## src/rtl/q16_pkg.sv

```systemverilog
// rtl/q16_pkg.sv - Q16.16 constants, FSM state type and 66-bit round/saturate helper
package q16_pkg;

   localparam int Q_WIDTH = 32;
   localparam int Q_FRAC  = 16;
   localparam int ACC_W   = 2 * Q_WIDTH + 2;

   localparam logic [Q_WIDTH-1:0] Q_ONE = 32'h0001_0000;
   localparam logic [Q_WIDTH-1:0] Q_MAX = 32'h7FFF_FFFF;
   localparam logic [Q_WIDTH-1:0] Q_MIN = 32'h8000_0000;

   typedef enum logic [1:0] {
      IDLE = 2'd0,
      MAC  = 2'd1,
      DONE = 2'd2
   } state_t;

   // Returns {sat, value}: round half toward +inf, arithmetic shift, clamp to 32 bits.
   function automatic logic [Q_WIDTH:0] q_round_sat(input logic signed [ACC_W-1:0] sum,
                                                    input int frac);
      logic signed [ACC_W-1:0] t;
      logic signed [ACC_W-1:0] t_max;
      logic signed [ACC_W-1:0] t_min;
      t_max = 66'sd2147483647;
      t_min = -66'sd2147483648;
      t = (sum + (66'sd1 <<< (frac - 1))) >>> frac;
      if (t > t_max) begin
         return {1'b1, Q_MAX};
      end else if (t < t_min) begin
         return {1'b1, Q_MIN};
      end else begin
         return {1'b0, t[Q_WIDTH-1:0]};
      end
   endfunction

endpackage

```

## src/rtl/q_mac.sv

```systemverilog
// rtl/q_mac.sv - registered signed Q16.16 multiply-accumulate with rounded, saturated output
module q_mac
   import q16_pkg::*;
#(
   parameter int FRAC = Q_FRAC
) (
   input  logic                       clk,
   input  logic                       rst,
   input  logic                       clr,
   input  logic                       en,
   input  logic signed [Q_WIDTH-1:0]  a,
   input  logic signed [Q_WIDTH-1:0]  b,
   output logic        [Q_WIDTH-1:0]  y,
   output logic                       sat
);

   logic signed [ACC_W-1:0]     acc;
   logic signed [2*Q_WIDTH-1:0] prod;
   logic signed [ACC_W-1:0]     sum;

   // y/sat reflect acc plus the current product, so a row can be closed in the same cycle.
   assign prod     = a * b;
   assign sum      = acc + $signed({{2{prod[2*Q_WIDTH-1]}}, prod});
   assign {sat, y} = q_round_sat(sum, FRAC);

   always_ff @(posedge clk) begin
      if (rst || clr) begin
         acc <= '0;
      end else if (en) begin
         acc <= sum;
      end
   end

endmodule

```

## src/rtl/mat3_vec_mul.sv

```systemverilog
// rtl/mat3_vec_mul.sv - sequential 3x3 by 3 Q16.16 matrix-vector product, one MAC per cycle
module mat3_vec_mul
   import q16_pkg::*;
#(
   parameter int WIDTH     = 32,
   parameter int FRAC_BITS = 16
) (
   input  logic             clk,
   input  logic             rst,
   input  logic             start,
   input  logic [WIDTH-1:0] M11,
   input  logic [WIDTH-1:0] M12,
   input  logic [WIDTH-1:0] M13,
   input  logic [WIDTH-1:0] M21,
   input  logic [WIDTH-1:0] M22,
   input  logic [WIDTH-1:0] M23,
   input  logic [WIDTH-1:0] M31,
   input  logic [WIDTH-1:0] M32,
   input  logic [WIDTH-1:0] M33,
   input  logic [WIDTH-1:0] V1,
   input  logic [WIDTH-1:0] V2,
   input  logic [WIDTH-1:0] V3,
   output logic             busy,
   output logic             done,
   output logic [WIDTH-1:0] Y1,
   output logic [WIDTH-1:0] Y2,
   output logic [WIDTH-1:0] Y3,
   output logic             sat
);

   state_t           state;
   logic [1:0]       r;
   logic [1:0]       c;
   logic [WIDTH-1:0] m_q [0:8];
   logic [WIDTH-1:0] v_q [0:2];
   logic [3:0]       idx;
   logic             accept;
   logic             row_end;
   logic [WIDTH-1:0] mac_y;
   logic             mac_sat;

   assign accept  = (state == IDLE) && start;
   assign row_end = (state == MAC) && (c == 2'd2);
   assign idx     = {2'b00, r} * 4'd3 + {2'b00, c};

   q_mac #(
      .FRAC (FRAC_BITS)
   ) u_mac (
      .clk (clk),
      .rst (rst),
      .clr (accept || row_end),
      .en  (state == MAC),
      .a   (m_q[idx]),
      .b   (v_q[c]),
      .y   (mac_y),
      .sat (mac_sat)
   );

   // Operand snapshot; only the accepting edge loads it, so later input changes are harmless.
   always_ff @(posedge clk) begin
      if (accept) begin
         m_q[0] <= M11; m_q[1] <= M12; m_q[2] <= M13;
         m_q[3] <= M21; m_q[4] <= M22; m_q[5] <= M23;
         m_q[6] <= M31; m_q[7] <= M32; m_q[8] <= M33;
         v_q[0] <= V1;  v_q[1] <= V2;  v_q[2] <= V3;
      end
   end

   always_ff @(posedge clk) begin
      if (rst) begin
         state <= IDLE;
         busy  <= 1'b0;
         done  <= 1'b0;
         sat   <= 1'b0;
         Y1    <= '0;
         Y2    <= '0;
         Y3    <= '0;
         r     <= 2'd0;
         c     <= 2'd0;
      end else begin
         done <= 1'b0;
         case (state)
            IDLE: begin
               if (start) begin
                  sat   <= 1'b0;
                  r     <= 2'd0;
                  c     <= 2'd0;
                  busy  <= 1'b1;
                  state <= MAC;
               end
            end
            MAC: begin
               if (c == 2'd2) begin
                  case (r)
                     2'd0:    Y1 <= mac_y;
                     2'd1:    Y2 <= mac_y;
                     default: Y3 <= mac_y;
                  endcase
                  sat <= sat | mac_sat;
                  c   <= 2'd0;
                  if (r == 2'd2) begin
                     r     <= 2'd0;
                     state <= DONE;
                  end else begin
                     r <= r + 2'd1;
                  end
               end else begin
                  c <= c + 2'd1;
               end
            end
            DONE: begin
               done  <= 1'b1;
               busy  <= 1'b0;
               state <= IDLE;
            end
            default: state <= IDLE;
         endcase
      end
   end

endmodule

```

## config.mk

```make
export PLATFORM = sky130hd
export DESIGN_NAME = mat3_vec_mul
export DESIGN_NICKNAME = d
export VERILOG_FILES = /design/src/rtl/q16_pkg.sv /design/src/rtl/q_mac.sv /design/src/rtl/mat3_vec_mul.sv
export SDC_FILE = /design/constraint.sdc
export NUM_CORES = 2
export LEC_CHECK = 0
export ABC_AREA = 1
export CORE_ASPECT_RATIO = 1.25
export CORE_UTILIZATION = 40
export CTS_CLUSTER_DIAMETER = 120
export DETAILED_ROUTE_END_ITERATION = 16
export GPL_TIMING_DRIVEN = 0
export PLACE_DENSITY_LB_ADDON = 0.2
export SLEW_MARGIN = 20
export SYNTH_ARGS = -nofsm -noshare
export SYNTH_HDL_FRONTEND = slang
export SYNTH_SLANG_ARGS = --single-unit
```

## constraint.sdc

```tcl
create_clock -name clk -period 32.2 [get_ports clk]
set_input_delay 6.44 -clock clk [delete_from_list [all_inputs] [get_ports clk]]
set_output_delay 6.44 -clock clk [all_outputs]
set_load 0.03 [all_outputs]
```

==> impl_metrics.ini <==
[logic_synthesis]
yosysUniqueCellTypes = 47
ys_ff_latch = 557
synth_nets = 9394
synth_edf_count = 384
yosysTopAreaCell = fa_1
yosys-top-cells-count = inv_1, nand2_1, fa_1
syn_area_sq_um = 65600
yosys-top-cells-area = fa_1, edfxtp_1, inv_1
synth_top_flop_cell = edfxtp_1
synth_top_cell_area_share = 0.377
synthCells = 7542
yosys_warnings = 0
yosysMostFrequentCell = inv_1
seq_area_frac_synth = 0.229
syn_area_per_cell_sq_um = 8.69
synthArstFlopShare = 0

[worst_setup_path]
worst_setup_path_start_kind = flop
cp.arrival_ns = 16.44
r2r_slack_ns = 16.38
worstSetupPathType = flop to flop
critPathMaxStageDelay_ns = 0.96
crit_path_top_delay_cell = clkinv_1
timing.rr.start = r[0]$_SDFFE_PP0P_
rr_worst_depth = 48
cp-end-kind = flop
r2r-end = Y2[16]$_SDFFE_PP0P_
worstPathRequired_ns = 32.83
path_max_fanout = 10

[timing]
fin_crit_sh = 0.491
layout_min_cycle_time_ns = 15.82
max_slew_margin = 0.0931
maxSlewViolCount = 0
hold_viol_final = 0
rsz0062_at_grt = no
fin_ws_ns = 16.38
fin_skew_ns = 0.0196
max_slew.worst_pin.slew_ns = 1.36
finalSetupViolCount = 0
setup_tns_ns = 0
fmax_mhz = 63.2

[floorplan]
die_height_um = 455
initial_utilization = 0.404
coreArea_sq_um = 162000
rows = 165
dieArea_sq_um = 166000
die_w_um = 364
ios = 486

[placed_design]
placed_area_sq_um = 73800
io_buffer_count = 484
dp.cells = 10200
pre_cts_slack_ns = 16.82
dp_hpwl_um = 219000
place.gp.congestion = 1.04

[global_route]
grt_pass1_vias = 55700
antenna_found_initial = 38
grt.overflow.total = 0
track_usage = 0.312
grt_max_degree = 33
grt_pass1_wl_um = 370000

[clock_network]
htreeDepth = 2
cts_setup_buffers = 0
cts_buffer_depth = 3
cts_sinks = 557
root_buffer = clkbuf_16
cts_tree = yes
cts_buffers = 57
clkTransAtPathRegs_ns = 0.07
cts-resized-gates = 0
hold_buffers = 0
worstSkewPairLatency_ns = 0.69

[drt]
drtPass1Iterations = 6
post_drt_wl_per_cell_um = 24.4
drc = 0
viasPerCell = 5.06
antenna_left = 0
num_vias = 52500
drt_iter0_drc = 3873
routed_wirelength_um = 253000

[min_path]
min_path_type = flop to flop
hold-path-cell-count = 2
whs_endpoint = sat$_SDFFE_PP0P_
holdCritStartpoint = sat$_SDFFE_PP0P_

[finish]
final_cell_area_sq_um = 75700
drive_gt1_frac = 0.0298
fillCellCount = 16000
layout.nets = 9964
syn_to_final_growth_pct = 15.5
fin_cells = 10400

[outcome]
status = completed

[flow_run]
max-cap-violations = 0
==> cell type report <==
class,instances,area [sq um],share of cell area
diodes,29,72.6,0.000958
well taps,2171,2720,0.0359
multi-input cells,4816,42400,0.560
repair buffers,511,5460,0.0721
clock buffers,62,1480,0.0195
plain buffers,298,1190,0.0158
inverters,1871,7030,0.0928
clock inverters,44,408,0.00539
flip-flops and latches,557,15000,0.198
==> state kept, by name (all words and copies together), names as in the netlist, named ones only <==
register	cells
Y2	32
Y3	32
c	2
busy	1
m_q	288
r	2
sat	1
done	1
Y1	32
state	2
v_q	96
u_mac.acc	66
==> how the worst max path moves through the flow <==
stage                                      to               from  depth (start not counted)
final                     Y2[16]$_SDFFE_PP0P_  r[0]$_SDFFE_PP0P_                         48
after global routing       Y3[9]$_SDFFE_PP0P_  r[0]$_SDFFE_PP0P_                         50
after CTS                 Y3[11]$_SDFFE_PP0P_  r[0]$_SDFFE_PP0P_                         48
after detailed placement  Y3[13]$_SDFFE_PP0P_  r[0]$_SDFFE_PP0P_                         48
after global placement                   flop              start                          6
after floorplan                          flop              start                          5
==> kinds of logic (layout without fill, tap and decap cells) <==
kind of cell | count (synthesis) | after routing | synth area share
fa+ha+maj | 1465 | 1465 | 0.421
xor+xnor | 74 | 74 | 0.0110
flops | 557 | 557 | 0.229
other cells | 0 | 29 | 0
buf+inv | 2169 | 2786 | 0.125
compound gates | 458 | 458 | 0.0417
simple gates | 2819 | 2819 | 0.172
==> metal layers <==
metal,global-route usage,vias to the layer above,wire (um)
met1,0.361,26400,92300
met4,0.206,14,19100
met2,0.536,2127,125000
met5,0,-,93
met3,0.0488,572,17000
li1,-,23300,-
==> critical path, delay by kind of cell (launching register included) <==
family | cells | cell delay (ns)
xor gates and xnor gates | 2 | 1.42
AOI/OAI and AO/OA | 1 | 0.32
buffers and inverters | 15 | 4.34
adders and majority gates | 11 | 5.55
DFF | 1 | 0.40
and+or+nand+nor | 19 | 3.69
==> layout by cell type (no fill, tap or decap), drive strengths merged, types with 2 or more instances in the layout <==
cell type,n
dfxtp,173
o211ai,33
and3,2
or3,16
bufinv,5
nor4,2
or2,62
xor2,50
o21ai,100
clkinv,55
buf,64
nor2,873
clkbuf,323
a311o,5
a221oi,43
o221ai,5
nand3b,2
a211o,5
nor3,12
fa,1235
and2,28
edfxtp,384
o21bai,7
nand4,42
nand3,205
a21o,2
nand2,1575
o21a,31
a21oi,217
ha,230
clkinvlp,2
diode,29
inv,1853
clkdlybuf4s50,484
xnor2,24
o311ai,6
==> stage by stage <==
step	hold slack, ns	utilization
floorplan	0.415	-
global placement	0.439	0.451
detailed placement	0.449	0.455
CTS	0.462	0.466
global route	0.485	0.467
finish	0.459	0.467
Power is left out: the tool's default activity adds up to more than one toggle a clock period on the data nets, which glitch-free logic cannot reach.
